**config.mk**
```make
export PLATFORM = sky130hd
export DESIGN_NAME = spi_bus_arbiter
export DESIGN_NICKNAME = d
export VERILOG_FILES = /design/src/rtl/spi_bus_arbiter.sv
export SDC_FILE = /design/constraint.sdc
export NUM_CORES = 1
export LEC_CHECK = 0
export CORE_AREA = 2 2 117 119
export CTS_CLUSTER_DIAMETER = 200
export CTS_CLUSTER_SIZE = 12
export DETAILED_ROUTE_END_ITERATION = 10
export DIE_AREA = 0 0 119 121
export GPL_TIMING_DRIVEN = 0
export MAX_ROUTING_LAYER = met4
export PLACE_DENSITY = 0.72
export SLEW_MARGIN = 30
export SYNTH_ARGS = -nofsm -noshare
export SYNTH_HDL_FRONTEND = slang
export SYNTH_SLANG_ARGS = --single-unit
```
**constraint.sdc**
```tcl
create_clock -name Clk -period 1.92 [get_ports Clk]
set_input_delay 0.576 -clock Clk [delete_from_list [all_inputs] [get_ports Clk]]
set_output_delay 0.576 -clock Clk [all_outputs]
set_load 0.02 [all_outputs]
```
**src/rtl/spi_bus_arbiter.sv**
```systemverilog
// Two-requester round-robin arbiter for the SPI slave register port, with a
// bounded lock that lets one requester keep the port for multi-word bursts.
module spi_bus_arbiter #(
  parameter int unsigned HOLD_MAX = 16
) (
  input  logic        Clk,
  input  logic        reset,
  input  logic        req0,
  input  logic        req1,
  input  logic        lock0,
  input  logic        lock1,
  input  logic        we0,
  input  logic        we1,
  input  logic [31:0] addr0,
  input  logic [31:0] addr1,
  input  logic [31:0] wdata0,
  input  logic [31:0] wdata1,
  output logic        ack0,
  output logic        ack1,
  output logic [31:0] rdata0,
  output logic [31:0] rdata1,
  output logic        Data_WE,
  output logic [31:0] Data_Addr,
  output logic [31:0] Data_Write,
  input  logic [31:0] Data_Read,
  output logic        owner,
  output logic        busy
);

  localparam int unsigned CW = $clog2(HOLD_MAX + 1);
  localparam logic [CW-1:0] HOLD_LIM = CW'(HOLD_MAX);

  localparam logic [1:0] ST_IDLE = 2'd0;
  localparam logic [1:0] ST_ACC  = 2'd1;
  localparam logic [1:0] ST_DONE = 2'd2;

  logic [1:0]    state_q, state_d;
  logic          owner_q, owner_d;
  logic          ptr_q, ptr_d;      // requester favoured on the next tie
  logic [CW-1:0] burst_q, burst_d;
  logic [31:0]   rdata0_q, rdata0_d;
  logic [31:0]   rdata1_q, rdata1_d;

  logic req_own, lock_own, win;

  assign req_own  = owner_q ? req1  : req0;
  assign lock_own = owner_q ? lock1 : lock0;

  // NOTE: every signal assigned below gets a default first, so no path
  // through the case leaves one unassigned and no latch is inferred.
  always_comb begin
    state_d  = state_q;
    owner_d  = owner_q;
    ptr_d    = ptr_q;
    burst_d  = burst_q;
    rdata0_d = rdata0_q;
    rdata1_d = rdata1_q;
    win      = owner_q;

    case (state_q)
      ST_ACC: begin
        // Reads and writes both capture, so a write returns the slave's view.
        if (owner_q) rdata1_d = Data_Read;
        else         rdata0_d = Data_Read;
        state_d = ST_DONE;
      end
      default: begin
        if (req0 || req1) begin
          if (req0 && req1) begin
            if (state_q == ST_DONE && req_own && lock_own && burst_q < HOLD_LIM)
              win = owner_q;
            else
              win = ptr_q;
          end else begin
            win = req1;
          end
          owner_d = win;
          ptr_d   = ~win;
          state_d = ST_ACC;
          // A grant from IDLE starts a fresh burst; only DONE re-grants count.
          if (state_q == ST_DONE && win == owner_q && lock_own)
            burst_d = (burst_q == HOLD_LIM) ? burst_q : burst_q + CW'(1);
          else
            burst_d = '0;
        end else begin
          state_d = ST_IDLE;
        end
      end
    endcase
  end

  // NOTE: sequential state uses non-blocking assignments only, so every
  // register samples the pre-edge value of every other register.
  always_ff @(posedge Clk) begin
    if (reset) begin
      state_q  <= ST_IDLE;
      owner_q  <= 1'b0;
      ptr_q    <= 1'b0;
      burst_q  <= '0;
      rdata0_q <= '0;
      rdata1_q <= '0;
    end else begin
      state_q  <= state_d;
      owner_q  <= owner_d;
      ptr_q    <= ptr_d;
      burst_q  <= burst_d;
      rdata0_q <= rdata0_d;
      rdata1_q <= rdata1_d;
    end
  end

  // Reset is gated in so a write caught mid-access never reaches the slave.
  assign Data_WE    = (state_q == ST_ACC) & (owner_q ? we1 : we0) & ~reset;
  assign Data_Addr  = owner_q ? addr1  : addr0;
  assign Data_Write = owner_q ? wdata1 : wdata0;

  assign ack0   = (state_q == ST_DONE) & ~owner_q;
  assign ack1   = (state_q == ST_DONE) &  owner_q;
  assign rdata0 = rdata0_q;
  assign rdata1 = rdata1_q;
  assign owner  = owner_q;
  assign busy   = (state_q == ST_ACC);

endmodule

```
==> results.json <==
{
  "firstDrtPassIters": 6,
  "fmaxAchievable_mhz": 479,
  "peakVddDrop_mv": 0.548,
  "wirelength_mm": 18.0,
  "reg2regPathDepth": 7,
  "synth_async_sr_flop_share_pct": 0,
  "cts_max_level": 3,
  "drt-initial-drc-count": 156,
  "synth-seq-cells": 73,
  "cts_tree": "done",
  "hold_viol_final": 0,
  "synth_area_mm2": 0.00354,
  "place_ws_ns": -1.38,
  "synth.avg_cell_area_um2": 8.42,
  "route.detailed.drc": 0,
  "synthesis.nets": 591,
  "dieArea_mm2": 0.0144,
  "power_density_mw_per_mm2": 649,
  "critPathLaunchType": "flop",
  "cp-end-kind": "output port",
  "hold_class": "flop to flop",
  "reg2reg_to": "burst_q[1]$_SDFFE_PP0P_",
  "crit_chain": "buf_4 > buf_16 > mux2_2 > buf_2",
  "coreArea_mm2": 0.0131,
  "stdcell_area_mm2": 0.00739,
  "cts_sinks": 73,
  "wl_per_cell_um": 19.3,
  "dp_hpwl_mm": 14.0,
  "ant_nets": 0,
  "yosys.area.top_type": "dfxtp_1",
  "area_growth_pct": 109,
  "synth_top_area_share_pct": 41.2,
  "grt_max_degree": 12,
  "final_common_cell": "clkdlybuf4s50_1",
  "grt_use_total_pct": 24.2,
  "numPortBuffers": 300,
  "setup_slack_ns": -0.168,
  "place_congestion": 0.933,
  "viasPerCell": 4.71,
  "vias": 4388,
  "crit_type": "flop to output port",
  "maxCapViolations": 0,
  "r2r_slack_ns": 0.07,
  "clk-insertion-delay-late_ns": 0.33,
  "slew_violations": 0,
  "initial_core_util_pct": 27.1,
  "nFillCells": 1162,
  "tightest_slew_ns": 0.586,
  "multi_input_area_mm2": 0.00207,
  "critical_path_peak_fanout": 7,
  "synthDistinctLibCells": 34,
  "crit_family": "buffers and inverters",
  "synth.area.top_cells": "dfxtp_1, mux2_2, nand2_1, a21oi_1, buf_2",
  "crit_buf_inv": 3,
  "cts-buffers-inserted": 9,
  "p_leak_nw": 2.91,
  "violations": "negative setup slack",
  "root_buffer": "clkbuf_16",
  "clkTransAtPathRegs_ns": 0.05,
  "period_needed_ns": 2.09,
  "layout-drive-gt1-share_pct": 26.3,
  "grt_pass1_wl_mm": 25.5,
  "die_x_um": 119,
  "die_h_um": 121,
  "critPathRequiredTime_ns": 1.34,
  "holdPathStages": 2,
  "yosysSeqAreaShare_pct": 41.2,
  "rr_startpoint": "owner$_SDFFE_PP0P_",
  "antenna_found_initial": 5,
  "num_rows": 42,
  "seqCellArea_mm2": 0.00147,
  "cp-startpoint": "owner$_SDFFE_PP0P_",
  "finalSetupViolCount": 65,
  "synth_enable_flop_cells": 0,
  "rsz0062_at_grt": "true",
  "grt_pass1_vias": 4487,
  "hp-start": "rdata0[15]$_SDFFE_PP0P_",
  "ys.flop_type": "dfxtp_1",
  "gr-total-overflow": 0,
  "finalNetCount": 915,
  "synthCells": 421,
  "clk_path_buf_depth": 2,
  "cp.depth": 4,
  "crit_arrival_ns": 1.51,
  "relSlewSlack_pct": 61.0,
  "crit_slowest_cell": "dfxtp_4",
  "clock_skew_ns": 0.00390,
  "pin_count": 301,
  "synth_warnings": 0,
  "cp-endpoint": "Data_Addr[0]",
  "finalCritPeriodShare_pct": 109,
  "status": "finished, violations left",
  "final_cell_mix": "clkdlybuf4s50_1, nand2_1, dfxtp_1, a21oi_1, buf_2",
  "placed_area_mm2": 0.00679,
  "cpPeakStageDelay_ns": 0.41
}
sequential cells by signal, summed over array words and instances, names as in the netlist:
name     count
state_q      2
rdata1      32
rdata0      32
ptr_q        1
burst_q      5
owner        1
worst min-delay path, delay by kind of cell (launching register included):
| kind | cells | cell delay, ns |
|---|---|---|
| and+or+nand+nor | 1 | 0.05 |
| AOI/OAI and AO/OA | 1 | 0.05 |
| DFF | 1 | 0.31 |
synth_stat cells, types with 2 or more instances:
library cell / number
nor2_1: 12
clkbuf_1: 11
nor3_1: 4
mux2_2: 64
a21oi_1: 65
inv_1: 4
dfxtp_1: 73
buf_2: 17
a31oi_1: 4
nand4_1: 4
inv_2: 2
nand2_1: 134
nand2b_1: 3
mux2i_1: 2
nand3_1: 2
ha_1: 2
how the worst min path moves through the flow:
stage / slack [ns] / to
4_1_cts: 0.46 / rdata0[0]$_SDFFE_PP0P_
5_1_grt: 0.47 / rdata1[19]$_SDFFE_PP0P_
2_1_floorplan: 0.48 / burst_q[3]$_SDFFE_PP0P_
6_report: 0.45 / rdata0[15]$_SDFFE_PP0P_
3_3_place_gp: 0.44 / rdata0[16]$_SDFFE_PP0P_
3_5_place_dp: 0.45 / rdata1[12]$_SDFFE_PP0P_
logic make-up (layout without fill, tap and decap cells):
group	Yosys count	after routing	share of synthesized area (%)
adder cells (fa/ha/maj)	2	2	0.706
multiplexers	67	67	21.2
other	0	5	0
flip-flops	73	73	41.2
buffers and inverters	34	363	4.20
AND/OR/NAND/NOR	168	168	19.8
AO/OA/AOI/OAI	77	77	12.8
where the power goes:
group / internal (mW) / leakage (nW) / total (mW) / switching (mW)
clock: 1.04 / 0.144 / 1.63 / 0.596
combinational: 0.849 / 2.17 / 1.54 / 0.695
sequential: 1.58 / 0.594 / 1.62 / 0.0405
total: 3.47 / 2.91 / 4.80 / 1.33
per-layer routing:
| metal | GRT usage (%) | part of all wire, % | up-vias |
|---|---|---|---|
| li1 | - | - | 2085 |
| met1 | 25.0 | 38 | 2055 |
| met2 | 42.2 | 50 | 209 |
| met3 | 8.74 | 8.4 | 39 |
| met4 | 9.52 | 3.3 | 0 |
| met5 | - | 0 | - |
repair_timing:
item | in CTS | in global routing
setup endpoints to repair | 96 | 86
pin swaps | 1 | 2
cloned | 1 | 3
gates resized for setup | 357 | 58
setup buffers | 10 | 0
hold buffers | 0 | 0
metrics by stage:
step                      util, %  setup TNS (ns)  power (mW)  instances  hold slack [ns]
after detailed placement     51.9          -58.27        3.09        897            0.448
final                        56.5           -7.75        4.80        931            0.454
after global placement       51.9          -53.40        3.07        897            0.442
after global routing         56.5          -11.37        4.98        931            0.472
after CTS                    54.8          -11.87        4.75        924            0.456
after floorplan                 -               0        2.25        421            0.481
final cells by class:
cell class / instances / share of cell area, %
antenna: 5 / 0.169
buffer: 27 / 3.01
clock buffer: 13 / 3.39
clock inverter: 3 / 0.542
inverter: 6 / 0.305
multi-input combinational: 314 / 28.0
sequential: 73 / 19.8
tap: 176 / 2.98
timing repair buffer: 314 / 41.7
No activity file was read; power rests on OpenSTA's default activity.
